$ cat src/rtl/ps2_pkg.sv
// Shared PS/2 scan-sequencer definitions: prefix/error bytes, decoder states, event record.
package ps2_pkg;

   localparam logic [7:0] PS2_PFX_EXT  = 8'hE0;
   localparam logic [7:0] PS2_PFX_BRK  = 8'hF0;
   localparam logic [7:0] PS2_ERR_ZERO = 8'h00;
   localparam logic [7:0] PS2_ERR_ONES = 8'hFF;

   typedef enum logic [1:0] {
      IDLE    = 2'd0,
      EXT     = 2'd1,
      BRK     = 2'd2,
      EXT_BRK = 2'd3
   } ps2_state_e;

   typedef struct packed {
      logic [7:0] code;
      logic       ext;
      logic       brk;
   } ps2_event_t;

   localparam int PS2_EVENT_W = $bits(ps2_event_t);

   function automatic logic ps2_is_err_byte(input logic [7:0] b);
      return (b == PS2_ERR_ZERO) || (b == PS2_ERR_ONES);
   endfunction

endpackage

$ cat src/rtl/ps2_event_fifo.sv
// Power-of-two event FIFO; a simultaneous push and pop both succeed even when full.
module ps2_event_fifo
   import ps2_pkg::*;
#(
   parameter int DEPTH = 4
) (
   input  logic       clk,
   input  logic       rst_n,
   input  logic       push,
   input  ps2_event_t din,
   input  logic       pop,
   output ps2_event_t dout,
   output logic       full,
   output logic       empty
);

   localparam int              AW       = $clog2(DEPTH);
   localparam logic [AW:0]     FULL_CNT = (AW+1)'(DEPTH);

   ps2_event_t      mem_q [DEPTH];
   logic [AW-1:0]   wr_ptr_q;
   logic [AW-1:0]   rd_ptr_q;
   logic [AW:0]     count_q;
   logic            do_pop;
   logic            do_push;

   assign full    = (count_q == FULL_CNT);
   assign empty   = (count_q == '0);
   assign do_pop  = pop && !empty;
   assign do_push = push && (!full || do_pop);

   always_ff @(posedge clk) begin
      if (do_push) begin
         mem_q[wr_ptr_q] <= din;
      end
   end

   always_ff @(posedge clk or negedge rst_n) begin
      if (!rst_n) begin
         wr_ptr_q <= '0;
         rd_ptr_q <= '0;
         count_q  <= '0;
      end else begin
         if (do_push) begin
            wr_ptr_q <= wr_ptr_q + 1'b1;
         end
         if (do_pop) begin
            rd_ptr_q <= rd_ptr_q + 1'b1;
         end
         case ({do_push, do_pop})
            2'b10:   count_q <= count_q + 1'b1;
            2'b01:   count_q <= count_q - 1'b1;
            default: count_q <= count_q;
         endcase
      end
   end

   // Head is forced to zero while empty so stale storage never leaks out.
   assign dout = empty ? '0 : mem_q[rd_ptr_q];

endmodule

$ cat src/rtl/ps2_scan_sequencer.sv
// PS/2 scan-code sequencer: folds E0/F0 prefixes into {code,ext,brk} events and queues them.
// Optional make-repeat suppression is built when PS2_TYPEMATIC_FILTER_EN is defined.
module ps2_scan_sequencer
   import ps2_pkg::*;
#(
   parameter int FIFO_DEPTH     = 4,
   parameter int TIMEOUT_CYCLES = 1000000
) (
   input  logic       clk,
   input  logic       rst_n,
   input  logic [7:0] key,
   input  logic       ready,
   output logic [7:0] ev_code,
   output logic       ev_ext,
   output logic       ev_break,
   output logic       ev_valid,
   input  logic       ev_ack,
   output logic       overflow,
   input  logic       ovf_clr,
   output logic       proto_err
);

   localparam int            TW         = $clog2(TIMEOUT_CYCLES + 1);
   localparam logic [TW-1:0] TIMER_LAST = TW'(TIMEOUT_CYCLES - 1);

   ps2_state_e     state_q;
   ps2_state_e     state_d;
   logic           ready_q;
   logic [TW-1:0]  timer_q;
   logic           proto_err_q;
   logic           err_d;
   logic           overflow_q;
   logic           accept;
   logic           timeout;
   logic           dec_push;
   ps2_event_t     dec_ev;
   logic           push;
   logic           fifo_full;
   logic           fifo_empty;
   logic           pop;
   logic           drop;
   ps2_event_t     head;

   assign accept  = ready && !ready_q;
   assign timeout = !accept && (state_q != IDLE) && (timer_q == TIMER_LAST);

   always_comb begin
      state_d     = state_q;
      err_d       = 1'b0;
      dec_push    = 1'b0;
      dec_ev.code = key;
      dec_ev.ext  = 1'b0;
      dec_ev.brk  = 1'b0;
      if (accept) begin
         if (ps2_is_err_byte(key)) begin
            state_d = IDLE;
            err_d   = 1'b1;
         end else begin
            case (state_q)
               IDLE: begin
                  if (key == PS2_PFX_EXT) begin
                     state_d = EXT;
                  end else if (key == PS2_PFX_BRK) begin
                     state_d = BRK;
                  end else begin
                     dec_push = 1'b1;
                  end
               end
               EXT: begin
                  if (key == PS2_PFX_BRK) begin
                     state_d = EXT_BRK;
                  end else if (key == PS2_PFX_EXT) begin
                     state_d = IDLE;
                     err_d   = 1'b1;
                  end else begin
                     state_d    = IDLE;
                     dec_push   = 1'b1;
                     dec_ev.ext = 1'b1;
                  end
               end
               BRK, EXT_BRK: begin
                  state_d = IDLE;
                  if ((key == PS2_PFX_EXT) || (key == PS2_PFX_BRK)) begin
                     err_d = 1'b1;
                  end else begin
                     dec_push   = 1'b1;
                     dec_ev.ext = (state_q == EXT_BRK);
                     dec_ev.brk = 1'b1;
                  end
               end
               default: state_d = IDLE;
            endcase
         end
      end else if (timeout) begin
         state_d = IDLE;
         err_d   = 1'b1;
      end
   end

   // Decoder state, edge detector, prefix timer and error pulse advance together.
   always_ff @(posedge clk or negedge rst_n) begin
      if (!rst_n) begin
         state_q     <= IDLE;
         ready_q     <= 1'b0;
         timer_q     <= '0;
         proto_err_q <= 1'b0;
      end else begin
         state_q     <= state_d;
         ready_q     <= ready;
         proto_err_q <= err_d;
         if (accept || (state_q == IDLE) || timeout) begin
            timer_q <= '0;
         end else begin
            timer_q <= timer_q + 1'b1;
         end
      end
   end

`ifdef PS2_TYPEMATIC_FILTER_EN
   logic       hold_vld_q;
   logic [7:0] hold_code_q;
   logic       hold_ext_q;
   logic       hold_match;

   assign hold_match = hold_vld_q && (hold_code_q == dec_ev.code) && (hold_ext_q == dec_ev.ext);
   assign push       = dec_push && !(hold_match && !dec_ev.brk);

   always_ff @(posedge clk or negedge rst_n) begin
      if (!rst_n) begin
         hold_vld_q <= 1'b0;
      end else if (dec_push) begin
         if (!dec_ev.brk) begin
            hold_vld_q <= 1'b1;
         end else if (hold_match) begin
            hold_vld_q <= 1'b0;
         end
      end
   end

   always_ff @(posedge clk) begin
      if (dec_push && !dec_ev.brk) begin
         hold_code_q <= dec_ev.code;
         hold_ext_q  <= dec_ev.ext;
      end
   end
`else
   assign push = dec_push;
`endif

   assign pop  = ev_ack && !fifo_empty;
   assign drop = push && fifo_full && !pop;

   // A drop on the same edge as ovf_clr keeps the flag set.
   always_ff @(posedge clk or negedge rst_n) begin
      if (!rst_n) begin
         overflow_q <= 1'b0;
      end else if (drop) begin
         overflow_q <= 1'b1;
      end else if (ovf_clr) begin
         overflow_q <= 1'b0;
      end
   end

   ps2_event_fifo #(
      .DEPTH (FIFO_DEPTH)
   ) u_fifo (
      .clk   (clk),
      .rst_n (rst_n),
      .push  (push),
      .din   (dec_ev),
      .pop   (pop),
      .dout  (head),
      .full  (fifo_full),
      .empty (fifo_empty)
   );

   assign ev_valid  = !fifo_empty;
   assign ev_code   = head.code;
   assign ev_ext    = head.ext;
   assign ev_break  = head.brk;
   assign overflow  = overflow_q;
   assign proto_err = proto_err_q;

endmodule

$ cat config.mk
export PLATFORM = sky130hd
export DESIGN_NAME = ps2_scan_sequencer
export DESIGN_NICKNAME = d
export VERILOG_FILES = /design/src/rtl/ps2_pkg.sv /design/src/rtl/ps2_event_fifo.sv /design/src/rtl/ps2_scan_sequencer.sv
export SDC_FILE = /design/constraint.sdc
export NUM_CORES = 1
export LEC_CHECK = 0
export CORE_AREA = 2 2 84 78
export CTS_CLUSTER_SIZE = 14
export DETAILED_ROUTE_END_ITERATION = 7
export DIE_AREA = 0 0 86 80
export HOLD_SLACK_MARGIN = 0.06
export PLACE_DENSITY = 0.74
export SYNTH_ARGS = -nofsm -noshare
export SYNTH_HDL_FRONTEND = slang
export SYNTH_SLANG_ARGS = --single-unit
$ cat constraint.sdc
create_clock -name clk -period 3.5 [get_ports clk]
set_clock_uncertainty 0.15 [all_clocks]
set_input_delay 1.05 -clock clk [delete_from_list [all_inputs] [get_ports clk]]
set_output_delay 1.05 -clock clk [all_outputs]
set_load 0.01 [all_outputs]
==> metrics.sh, run 1 <==
DIE_WIDTH_UM=86
GPL_CONGESTION=0.7762
DESIGN.PORTCOUNT=26
VIAS_IN_THE_FIRST_GLOBAL_ROUTE=1931
ANTENNA_FOUND_INITIAL=0
R2R_SLACK_NS=0.91
CLK_TRANSITION_REPORTED_PATHS_NS=0.06
RELATIVE_SLEW_SLACK_PCT=65.51
WIRE_PER_INST_UM=15.43
POWER.DENSITY_CELL_AREA_nW_PER_UM2=601.1
POSTROUTEWIRELENGTH_MM=5.446
SYNTH-EDFF-COUNT=40
FIRST_PASS_GRT_WIRE_LENGTH_MM=9.190
CTS_TREE='done'
SYNTH_WARNINGS=0
DETAILROUTE.VIA_COUNT=1888
RUN_STATUS='finished, final reports clean'
SHARE_OF_THE_CYCLE_NEEDED_BY_THE_CRITICAL_PATH_AFTER_ROUTING_PCT=97.17
WORST-ENDPOINT-REQUIRED_NS=3.60
GRT_REMAINING_OVERFLOW=0
POWER.STATIC_LEAKAGE_uW=0.001467
POSTSYNTHCELLCOUNT=231
FP-ROW-COUNT=27
CP.BUFFERS_INVERTERS=3
FLOORPLAN.CORE_AREA_UM2=5979
CTS.SINK_COUNT=72
AREA_GROWTH_SYN_TO_LAYOUT_PCT=17.83
LAYOUT.NETS=296
LOGIC_DEPTH_OF_THE_WORST_REGISTER_TO_REGISTER_PATH=9
TIMING.CRITICAL_PATH.FROM_TYPE='input port'
WORST_IR_DROP_VDD_mV=0.1941
PROPORTION_OF_LAYOUT_CELLS_WITH_A_DRIVE_SUFFIX_ABOVE_1_PCT=18.51
WHS_PATH_DEPTH=1
CP_NUM_CELLS=12
FIN_CRIT_NS=3.401
CRITPATHSLOWESTCELL='sky130_fd_sc_hd__or4_4'
CTS.HOLD.BUFFERS_ADDED=0
NUMPORTBUFFERS=25
FINAL.SETUP.TNS_NS=0
CRITICAL-PATH-TOP-DELAY-FAMILY='simple AND/OR/NAND/NOR gates'
DETAIL_ROUTE.FIRST_PASS.ITERATIONS=4
POSTCTS_RESIZE_CNT=0
LAYOUT.FILLER_CELLS=465
CLOCKBUFFERDEPTH=2
MAXCAPVIOLCOUNT=0
WORST-PATH-MAX-FANOUT=3
POST_CTS.REPAIR.SETUP_BUFFERS=0
DETAILEDROUTE.FIRSTITERATIONVIOLATIONS=102
INSERTION_DELAY_NS=0.33
MIN-DELAY-PATH-CLASS='reg -> reg'
ROUTE.DETAILED.DRC=0
CP_DATA_ARRIVAL_TIME_NS=3.51
GROUTE.USAGE.OVERALL_PCT=18.05
HOLD_PATH_STARTPOINT='u_fifo.count_q[2]'
RSZ0062_AT_GRT='false'
VIA_PER_INST=5.348
CTS_MADE_BUFFERS=9
FINAL_SLEW_VIOLATIONS=0
SYN-CELL-AREA_UM2=3199
HTREE_NUM_LEVELS=3
SYNTH_TOP_FLOP_CELL='sky130_fd_sc_hd__edfxtp_1'
SYNTH_SEQUENTIAL_AREA_RATIO_PCT=62.57
SETUP_VIOL=0
FLOORPLAN.DIE_AREA_UM2=6880
WORSTSETUPENDPOINTTYPE='flip-flop'
DIE_HEIGHT_UM=80
SYNTHARSTFLOPSHARE_PCT=44.44
DIODES=0
POSTSYNTHAREAPERCELL_UM2=13.85
TIMING.CRITICAL_PATH.CELLS='clkdlybuf4s50_1 -> or4_4 -> o21ai_0 -> a21oi_2 -> and2_4 -> inv_1 -> ha_1 -> inv_1 -> fa_1 -> xor2_1 -> nor2_1 -> xor2_1'
SYNTH-SEQ-CELLS=72
MAX_STAGE_DELAY_NS=0.55
MAXCLOCKFREQUENCY_MHz=294.0
CLOCK-ROOT-BUFFER='sky130_fd_sc_hd__clkbuf_8'
TIMING.HOLD.WORST_ENDPOINT='u_fifo.count_q[2]'
HPWL_AFTER_DETAILED_PLACEMENT_MM=3.770
GRT_MAX_DEGREE=33
FINALHOLDVIOLATIONS=0
UTILIZATION_PCT=63.05
DRTANTENNAVIOLNETS=0
SYNTHDISTINCTLIBCELLS=41
R2R_END='u_fifo.count_q[2]'
RR_STARTPOINT='u_fifo.count_q[1]'
MAPPEDNETLISTNETS=251
STARTING_DENSITY_OF_THE_CORE_PCT=53.50
TIGHTEST_SLEW_NS=0.5126
SETUP.WORST_PATH.CLASS='in -> reg'
cell usage in the layout, fill, tap and decap left out, drive strengths merged, types with 6 or more instances in the layout:
master          n
clkinv          6
and2           14
clkbuf         10
nand3           9
xor2           17
and3           10
nand2          11
nor2           24
mux4           10
edfxtp         40
dfrtp          32
nand4           6
xnor2           7
inv            12
ha              6
clkdlybuf4s50  24
buf            14
logic make-up after synthesis:
| group | synth area share [%] |
|---|---|
| simple gates | 15.21 |
| flops | 62.57 |
| xor+xnor | 6.570 |
| buf+inv | 2.386 |
| mux | 7.822 |
| compound gates | 2.464 |
| fa+ha+maj | 2.972 |
sequential cells by signal, indices dropped and copies added, names as in the netlist:
signal and count:
u_fifo.mem_q 40, timer_q 20, u_fifo.count_q 3, state_q 2, u_fifo.rd_ptr_q 2, u_fifo.wr_ptr_q 2, overflow 1, proto_err 1
ready_q 1
area by class of cell:
cell class,instances,area [µm²],share of cell area (%)
tap,72,90.09,2.390
clock buffer,10,127.6,3.385
timing repair buffer,39,357.8,9.492
inverter,12,45.04,1.195
multi-input combinational,142,1121,29.74
clock inverter,6,26.28,0.6970
sequential,72,2002,53.10
synthesized netlist by cell type (all sizes together), types with 6 or more instances:
master / count / area [µm²]
and2: 14 / 92.59
and3: 10 / 67.57
dfrtp: 32 / 800.8
edfxtp: 40 / 1201
ha: 6 / 75.07
inv: 12 / 45.04
mux4: 10 / 225.2
nand2: 11 / 41.29
nand3: 9 / 45.04
nand4: 6 / 37.54
nor2: 24 / 90.09
xnor2: 7 / 61.31
xor2: 17 / 148.9
per-layer routing:
layer / part of all wire (%) / global-route usage, % / vias to the layer above
met3: 3.0 / 3.619 / 9
met1: 45 / 22.74 / 932
met4: 1.4 / 7.619 / 0
met2: 50 / 30.47 / 30
li1: - / - / 917
met5: 0 / 0 / -
how the worst max path moves through the flow:
stage | from | end | slack, ns
final | key[0] | u_fifo.count_q[2] | 0.1
after floorplan | key[1] | u_fifo.count_q[2] | 0.28
after global routing | key[4] | u_fifo.count_q[2] | 0.002
after CTS | key[1] | u_fifo.count_q[2] | 0.02
after detailed placement | key[1] | u_fifo.count_q[2] | -0.34
after global placement | key[1] | u_fifo.count_q[2] | -0.21
through the flow:
stage                     instances  total power (µW)  cell area, µm²  worst slack [ns]  hold WS (ns)
after floorplan                 231              1473            3199            0.2824        0.2970
after global placement          337              1756            3613           -0.2091        0.3246
after detailed placement        337              1777            3613           -0.3414        0.3318
after CTS                       353              2298            3767           0.02385        0.3458
after global routing            353              2397            3770          0.001725        0.3597
final                           353              2266            3770           0.09897        0.3406
power breakdown:
group	internal [µW]	switching (µW)	total, µW
clock network	246	274	520
logic	403	287	691
registers	991	64.3	1060
Note: power is estimated with default switching activity, not from simulation.
==> run 2: changes to the inputs <==
--- a/config.mk
+++ b/config.mk
@@ -10,7 +10,8 @@
 export DETAILED_ROUTE_END_ITERATION = 7
 export DIE_AREA = 0 0 86 80
 export HOLD_SLACK_MARGIN = 0.06
-export PLACE_DENSITY = 0.74
+export PLACE_DENSITY = 0.75
 export SYNTH_ARGS = -nofsm -noshare
 export SYNTH_HDL_FRONTEND = slang
+export SYNTH_HIERARCHICAL = 1
 export SYNTH_SLANG_ARGS = --single-unit
==> run 2 against run 1 <==
Compared with the run above: critical path depth unchanged; first-iteration DRC count is 21% higher; global-route usage up 1.1 points; routed wire length increased by 4.4%; sequential power is essentially flat; sequential share of layout area is 1.4 points lower; register-to-register slack improved by 0.02 ns; hold slack improved by 0.010 ns; combinational power is 6.1% higher; final area rose by 2.6%; synthesized area increased by 1.5%; largest cell class unchanged.
==> metrics.sh, run 2 <==
CP_DATA_ARRIVAL_TIME_NS=3.49  # -0.02 ns
WORSTSETUPENDPOINTTYPE='flip-flop'
ANTENNA_FOUND_INITIAL=0  # unchanged
SETUP_VIOL=0  # unchanged
WORST_IR_DROP_VDD_mV=0.3039  # +57%
GROUTE.USAGE.OVERALL_PCT=19.13  # +1.1 points
DESIGN.PORTCOUNT=26  # unchanged
HOLD_PATH_STARTPOINT='u_fifo/count_q[2]'
VIAS_IN_THE_FIRST_GLOBAL_ROUTE=1990  # +3.1%
WIRE_PER_INST_UM=15.84  # +2.7%
ROUTE.DETAILED.DRC=0  # unchanged
LAYOUT.FILLER_CELLS=425  # -8.6%
SHARE_OF_THE_CYCLE_NEEDED_BY_THE_CRITICAL_PATH_AFTER_ROUTING_PCT=96.34  # -0.84 points
SYNTHTOPCELLSBYCOUNT='sky130_fd_sc_hd__edfxtp_1, sky130_fd_sc_hd__dfrtp_1, sky130_fd_sc_hd__nor2_1, sky130_fd_sc_hd__xor2_1, sky130_fd_sc_hd__nor2b_1'
HPWL_AFTER_DETAILED_PLACEMENT_MM=3.987  # +5.8%
FIN_WORST_HOLD_SLACK_NS=0.3509  # +0.01033 ns
INSERTION_DELAY_NS=0.34  # about the same
DIE_HEIGHT_UM=80  # unchanged
DETAILEDROUTE.FIRSTITERATIONVIOLATIONS=123  # +21%
CTS_TREE='done'
SYNTH.AREA.TOP_CELLS='sky130_fd_sc_hd__edfxtp_1, sky130_fd_sc_hd__dfrtp_1, sky130_fd_sc_hd__mux4_2, sky130_fd_sc_hd__xor2_1, sky130_fd_sc_hd__nor2_1'
LARGEST_REGISTERS='u_fifo/mem_q x40, timer_q x20, u_fifo/count_q x3'
LARGEST_REGISTER_FFS=40  # unchanged
FINALWORSTSETUPSLACK_NS=0.1283  # +0.02930 ns
CTS.SINK_COUNT=72  # unchanged
FP-ROW-COUNT=27  # unchanged
POWER.STATIC_LEAKAGE_uW=0.001480  # +0.90%
FLOORPLAN.DIE_AREA_UM2=6880  # unchanged
CRITICAL_PATH.STARTPOINT='key[2]'
PROPORTION_OF_LAYOUT_CELLS_WITH_A_DRIVE_SUFFIX_ABOVE_1_PCT=18.47  # -0.038 points
WORST-ENDPOINT-REQUIRED_NS=3.62  # +0.02 ns
VIA_PER_INST=5.451  # +1.9%
RUN_STATUS='finished, final reports clean'
POST_CTS.REPAIR.SETUP_BUFFERS=0  # unchanged
SYNTH_WARNINGS=6  # +6
FINAL_CELL_MIX='sky130_fd_sc_hd__edfxtp_1, sky130_fd_sc_hd__dfrtp_1, sky130_fd_sc_hd__clkdlybuf4s50_1'
TOTALPOWERFINAL_uW=2414  # +6.5%
DETAILROUTE.VIA_COUNT=1957  # +3.7%
POST-SYNTH-TOP-AREA-FRACTION_PCT=36.99  # -0.55 points
GRT_MAX_DEGREE=33  # unchanged
POSTROUTEWIRELENGTH_MM=5.688  # +4.4%
SYNTH_TOP_FLOP_CELL='sky130_fd_sc_hd__edfxtp_1'
MOST_FLOPS_REGISTER='u_fifo/mem_q'
FIN_CRIT_NS=3.372  # -0.02930 ns
AREA_OCCUPIED_BY_MULTI_INPUT_GATES_UM2=1169  # +4.2%
DRTANTENNAVIOLNETS=0  # unchanged
DIODES=0  # unchanged
CLK_TRANSITION_REPORTED_PATHS_NS=0.07  # about the same
MAXCLOCKFREQUENCY_MHz=296.6  # +0.87%
FINAL_SLEW_VIOLATIONS=0  # unchanged
YOSYSTOPAREACELL='sky130_fd_sc_hd__edfxtp_1'
HTREE_NUM_LEVELS=3  # unchanged
NUMPORTBUFFERS=25  # unchanged
DETAILEDPLACE.WORSTSLACK_NS=-0.3549  # -0.01352 ns
MAPPEDNETLISTNETS=254  # +1.2%
CLOCKBUFFERDEPTH=2  # unchanged
MOST_NUMEROUS_CELL_IN_THE_YOSYS_NETLIST='sky130_fd_sc_hd__edfxtp_1'
POSTSYNTHCELLCOUNT=234  # +1.3%
STDCELL_COUNT=359  # +1.7%
FINALHOLDVIOLATIONS=0  # unchanged
FINAL_COMMON_CELL='sky130_fd_sc_hd__edfxtp_1'
DETAIL_ROUTE.FIRST_PASS.ITERATIONS=4  # unchanged
SYN-CELL-AREA_UM2=3247  # +1.5%
STARTING_DENSITY_OF_THE_CORE_PCT=54.30  # +0.80 points
LAYOUT.AREA.SEQ_UM2=2002  # unchanged
SYNTH-SEQ-CELLS=72  # unchanged
SYNTH_SEQUENTIAL_AREA_RATIO_PCT=61.66  # -0.92 points
MIN-DELAY-PATH-CLASS='reg -> reg'
DIE_WIDTH_UM=86  # unchanged
GPL_CONGESTION=0.8009  # +3.2%
UTILIZATION_PCT=64.70  # +1.7 points
SYNTHARSTFLOPSHARE_PCT=44.44  # unchanged
TIGHTEST_SLEW_NS=0.5210  # +0.008426 ns
AREA_GROWTH_SYN_TO_LAYOUT_PCT=19.15
LAYOUT.NETS=302  # +2.0%
RR_STARTPOINT='u_fifo/count_q[0]'
POWER.DENSITY_CELL_AREA_nW_PER_UM2=624.1  # +3.8%
CLOCK-ROOT-BUFFER='sky130_fd_sc_hd__clkbuf_8'
PLACE_INST=343  # +1.8%
CTS_MADE_BUFFERS=9  # unchanged
TIMING.CRITICAL_PATH.FROM_TYPE='input port'
SYNTHDISTINCTLIBCELLS=44  # +7.3%
GRT_REMAINING_OVERFLOW=0  # unchanged
WORST-PATH-MAX-FANOUT=3  # unchanged
RSZ0062_AT_GRT='false'
POSTSYNTHAREAPERCELL_UM2=13.88  # +0.19%
MAXCAPVIOLCOUNT=0  # unchanged
RELATIVE_SLEW_SLACK_PCT=64.98  # -0.54 points
FIRST_PASS_GRT_WIRE_LENGTH_MM=9.784  # +6.5%
SYNTH-EDFF-COUNT=40  # unchanged
FLOORPLAN.CORE_AREA_UM2=5979  # unchanged
SETUP.WORST_PATH.CLASS='in -> reg'
-- run 2: final cells by class --
cell class              instances  area share (%)
repair buffers                 42           9.735
clock inverters                 7           1.617
inverters                      12           1.164
clock buffers                   9           3.202
multi-input cells             145           30.21
flip-flops and latches         72           51.75
well taps                      72           2.329
-- run 2: what timing repair did --
item,in CTS,in global routing
setup endpoints to repair,1,1
gates resized for setup,1,2
cloned,0,0
hold buffers,0,0
-- run 2: worst max-delay path, cell delays in order --
cell	delay, ns
sky130_fd_sc_hd__clkdlybuf4s50_1	0.45
sky130_fd_sc_hd__or4_4	0.54
sky130_fd_sc_hd__o21ai_1	0.16
sky130_fd_sc_hd__a21oi_1	0.12
sky130_fd_sc_hd__o21a_4	0.13
sky130_fd_sc_hd__inv_1	0.05
sky130_fd_sc_hd__ha_1	0.15
sky130_fd_sc_hd__inv_1	0.06
sky130_fd_sc_hd__fa_1	0.37
sky130_fd_sc_hd__xor2_1	0.15
sky130_fd_sc_hd__nor2_1	0.11
sky130_fd_sc_hd__xor2_1	0.15
-- run 2: kinds of logic after synthesis --
family                     synth area share, %
and+or+nand+nor                          16.26
adders and majority gates                2.929
DFF                                      61.66
AOI/OAI and AO/OA                        2.659
buffers and inverters                    2.582
xor gates and xnor gates                 6.204
muxes                                    7.707
-- run 2: path summary, 6_finish.rpt --
check	end	slack, ns	cells past startpoint
worst max-delay path	u_fifo/count_q[2]	0.13	12
max in group asynchronous	state_q[1]	1.96	2
min in group asynchronous	timer_q[12]	0.96	2
worst min-delay path	u_fifo/count_q[2]	0.35	1
worst min register to register	u_fifo/count_q[2]	0.35	1
worst max register to register	u_fifo/count_q[2]	0.93	12
-- run 2: metrics by stage --
step / setup TNS [ns] / cell area (µm²)
4_1_cts: 0 / 3861
2_1_floorplan: 0 / 3247
6_report: 0 / 3869
5_1_grt: 0 / 3869
3_5_place_dp: -0.5108 / 3676
3_3_place_gp: -0.3218 / 3676
-- run 2: metal layers --
layer  share of wire [%]  up-vias  track usage (%)  wire length (µm)
li1                    -      936                -                 -
met1                  46      977            24.81              2602
met2                  50       38            30.16              2819
met3                 3.6        6            6.412               206
met4                 1.0        0            6.825                59
met5                   0        -                0                 0
-- run 2: report_power, final --
part           switching (µW)  internal, µW  total, µW  leakage, µW
Combinational             312           420        733     0.000605
Sequential               69.4           998       1070     0.000784
Clock                     293           321        614    0.0000901
==> run 3: changes to the inputs <==
--- a/config.mk
+++ b/config.mk
@@ -5,10 +5,11 @@
 export SDC_FILE = /design/constraint.sdc
 export NUM_CORES = 1
 export LEC_CHECK = 0
-export CORE_AREA = 2 2 84 78
+export CAP_MARGIN = 30
+export CORE_AREA = 3 3 85 79
 export CTS_CLUSTER_SIZE = 14
 export DETAILED_ROUTE_END_ITERATION = 7
-export DIE_AREA = 0 0 86 80
+export DIE_AREA = 0 0 88 82
 export HOLD_SLACK_MARGIN = 0.06
 export PLACE_DENSITY = 0.75
 export SYNTH_ARGS = -nofsm -noshare
==> run 3 against run 2 <==
Compared with the run above: clock-buffer cell count unchanged; cell count unchanged; power is 5.0% higher; sequential share of layout area decreased by 0.66 points.
==> metrics.sh, run 3 (synthesis results as in run 2) <==
DIODES=0  # unchanged
PROPORTION_OF_LAYOUT_CELLS_WITH_A_DRIVE_SUFFIX_ABOVE_1_PCT=19.86  # +1.4 points
MAX_STAGE_DELAY_NS=0.55  # about the same
POWER.SEQUENTIAL.FRACTION_PCT=42.2  # -2.0 points
DETAILROUTE.VIA_COUNT=1966  # +0.46%
FINAL_SLEW_VIOLATIONS=0  # unchanged
CTS_MADE_BUFFERS=9  # unchanged
NUMPORTBUFFERS=25  # unchanged
LAYOUT.FILLER_CELLS=431  # +1.4%
WIRE_PER_INST_UM=16.51  # +4.2%
LAYOUT.NETS=302  # unchanged
STDCELL_COUNT=359  # unchanged
LARGEST_REGISTER_FFS=40  # unchanged
VIAS_IN_THE_FIRST_GLOBAL_ROUTE=1961  # -1.5%
MIN-DELAY-PATH-CLASS='reg -> reg'
CLK_TRANSITION_REPORTED_PATHS_NS=0.07  # about the same
AREA_GROWTH_SYN_TO_LAYOUT_PCT=20.69
RELATIVE_SLEW_SLACK_PCT=63.18  # -1.8 points
WORSTSETUPENDPOINTTYPE='flip-flop'
POWER.SHARE.COMBINATIONAL_PCT=29.4  # -1.0 points
CTS_TREE='done'
RSZ0062_AT_GRT='false'
TOTALPOWERFINAL_uW=2534  # +5.0%
TIMING.CRITICAL_PATH.FROM_TYPE='input port'
WORST_IR_DROP_VDD_mV=0.3396  # +12%
CP_DATA_ARRIVAL_TIME_NS=3.47  # -0.02 ns
FLOORPLAN.CORE_AREA_UM2=5979  # unchanged
HTREE_NUM_LEVELS=3  # unchanged
STARTING_DENSITY_OF_THE_CORE_PCT=54.30  # unchanged
FP-ROW-COUNT=27  # unchanged
CRITPATHSLOWESTCELL='sky130_fd_sc_hd__or4_4'
POSTROUTEWIRELENGTH_MM=5.927  # +4.2%
INSERTION_DELAY_NS=0.34  # about the same
CP.BUFFERS_INVERTERS=3  # unchanged
DRTANTENNAVIOLNETS=0  # unchanged
FINAL_COMMON_CELL='sky130_fd_sc_hd__edfxtp_1'
GPL_CONGESTION=0.7672  # -4.2%
DIE_WIDTH_UM=88  # +2.3%
SHARE_OF_THE_CYCLE_NEEDED_BY_THE_CRITICAL_PATH_AFTER_ROUTING_PCT=95.86  # -0.48 points
CRITICAL-PATH-TOP-DELAY-FAMILY='simple AND/OR/NAND/NOR gates'
POWER_REPORT.INTERNAL_TOTAL_uW=1822  # +4.8%
FLOORPLAN.DIE_AREA_UM2=7216  # +4.9%
MOST_FLOPS_REGISTER='u_fifo/mem_q'
PWR-SHARE-CLK_PCT=28.4  # +3.0 points
SETUP.WORST_PATH.CLASS='in -> reg'
TIMING.CRITICAL_PATH.CELLS='clkdlybuf4s50_1 -> or4_4 -> o21ai_2 -> a21oi_2 -> o21a_4 -> inv_1 -> ha_2 -> inv_1 -> fa_1 -> xor2_1 -> nor2_1 -> xor2_1'
SWITCHING_SHARE_PCT=28.09  # +0.13 points
DESIGN.PORTCOUNT=26  # unchanged
DETAILEDROUTE.FIRSTITERATIONVIOLATIONS=72  # -41%
DETAIL_ROUTE.FIRST_PASS.ITERATIONS=5  # +1
MAXCLOCKFREQUENCY_MHz=298.1  # +0.50%
MAXCAPVIOLCOUNT=0  # unchanged
GRT_MAX_DEGREE=33  # unchanged
POWER.DENSITY_CELL_AREA_nW_PER_UM2=646.7  # +3.6%
RUN_STATUS='finished, final reports clean'
ANTENNA_FOUND_INITIAL=0  # unchanged
FIRST_PASS_GRT_WIRE_LENGTH_MM=9.832  # +0.49%
ROUTE.DETAILED.DRC=0  # unchanged
CLOCK-ROOT-BUFFER='sky130_fd_sc_hd__clkbuf_8'
FINAL_CELL_MIX='sky130_fd_sc_hd__edfxtp_1, sky130_fd_sc_hd__dfrtp_1, sky130_fd_sc_hd__nor2_1, sky130_fd_sc_hd__clkdlybuf4s50_1, sky130_fd_sc_hd__buf_4'
P_SW_uW=711.7  # +5.5%
CLOCKBUFFERDEPTH=2  # unchanged
FIN_CRIT_NS=3.355  # -0.01679 ns
TIGHTEST_SLEW_NS=0.5523  # +0.03126 ns
VIA_PER_INST=5.476  # +0.46%
WORST-ENDPOINT-REQUIRED_NS=3.61  # about the same
LARGEST_REGISTERS='u_fifo/mem_q x40, timer_q x20, u_fifo/count_q x3'
HPWL_AFTER_DETAILED_PLACEMENT_MM=3.934  # -1.3%
WORST-PATH-MAX-FANOUT=3  # unchanged
POWER.STATIC_LEAKAGE_uW=0.001511  # +2.1%
CTS.HOLD.BUFFERS_ADDED=0  # unchanged
DIE_HEIGHT_UM=82  # +2.5%
PLACE_INST=343  # unchanged
CTS.SINK_COUNT=72  # unchanged
SETUP_VIOL=0  # unchanged
GROUTE.USAGE.OVERALL_PCT=18.62  # -0.51 points
FINALHOLDVIOLATIONS=0  # unchanged
GRT_REMAINING_OVERFLOW=0  # unchanged
==> run 3: power groups by stage <==
stage	Clock [µW]	Sequential [µW]	Combinational (µW)
after CTS	734	1070	758
final	719	1070	745
after global routing	768	1080	821
after floorplan	0	1050	459
after global placement	0	1080	732
after detailed placement	0	1090	752
==> run 3: worst register-to-register path: stages (launching register included) <==
cell,delay (ns)
sky130_fd_sc_hd__dfrtp_1,0.43
sky130_fd_sc_hd__nor3_1,0.20
sky130_fd_sc_hd__buf_4,0.24
sky130_fd_sc_hd__nor2b_1,0.09
sky130_fd_sc_hd__buf_4,0.15
sky130_fd_sc_hd__o21a_4,0.21
sky130_fd_sc_hd__inv_1,0.05
sky130_fd_sc_hd__ha_2,0.16
sky130_fd_sc_hd__inv_1,0.05
sky130_fd_sc_hd__fa_1,0.37
sky130_fd_sc_hd__xor2_1,0.15
sky130_fd_sc_hd__nor2_1,0.13
sky130_fd_sc_hd__xor2_1,0.15
==> run 3: routing by layer <==
layer  wire, µm  GRT usage, %  part of all wire (%)
met4        100         8.742                   1.7
met1       2861         25.30                    48
met3        195         3.611                   3.3
met2       2769         29.07                    47
met5          0             0                     0
==> run 3: stage by stage <==
step / worst slack (ns) / utilization [%] / setup TNS, ns / hold WS, ns / instance area, µm²
finish: 0.1451 / 65.54 / 0 / 0.3584 / 3919
global route: 0.0007423 / 65.54 / 0 / 0.3741 / 3919
CTS: 0.008733 / 65.16 / 0 / 0.3544 / 3896
detailed placement: -0.3401 / 61.48 / -0.4762 / 0.3398 / 3676
global placement: -0.2563 / 61.48 / -0.3358 / 0.3311 / 3676
floorplan: 0.2302 / - / 0 / 0.3052 / 3247
==> run 3: final timing paths <==
kind	startpoint	to	slack, ns	depth (start not counted)
min in group asynchronous	rst_n	u_fifo/count_q[0]	0.95	2
max reg2reg	u_fifo/count_q[0]	u_fifo/count_q[2]	0.90	12
max	key[2]	u_fifo/count_q[2]	0.15	12
min reg2reg	u_fifo/count_q[2]	u_fifo/count_q[2]	0.36	1
max in group asynchronous	rst_n	ready_q	1.96	2
min	u_fifo/count_q[2]	u_fifo/count_q[2]	0.36	1
==> run 3: what timing repair did <==
item,4_1_cts,5_1_grt
setup buffers,0,0
resized for setup,0,7
endpoints found under the setup margin,0,1
==> run 3: cell type report <==
| type | count | area, µm² | area share, % |
|---|---|---|---|
| multi-input combinational | 145 | 1179 | 30.08 |
| clock buffer | 9 | 123.9 | 3.161 |
| tap | 72 | 90.09 | 2.299 |
| inverter | 12 | 45.04 | 1.149 |
| timing repair buffer | 42 | 382.9 | 9.770 |
| sequential | 72 | 2002 | 51.09 |
| clock inverter | 7 | 96.34 | 2.458 |
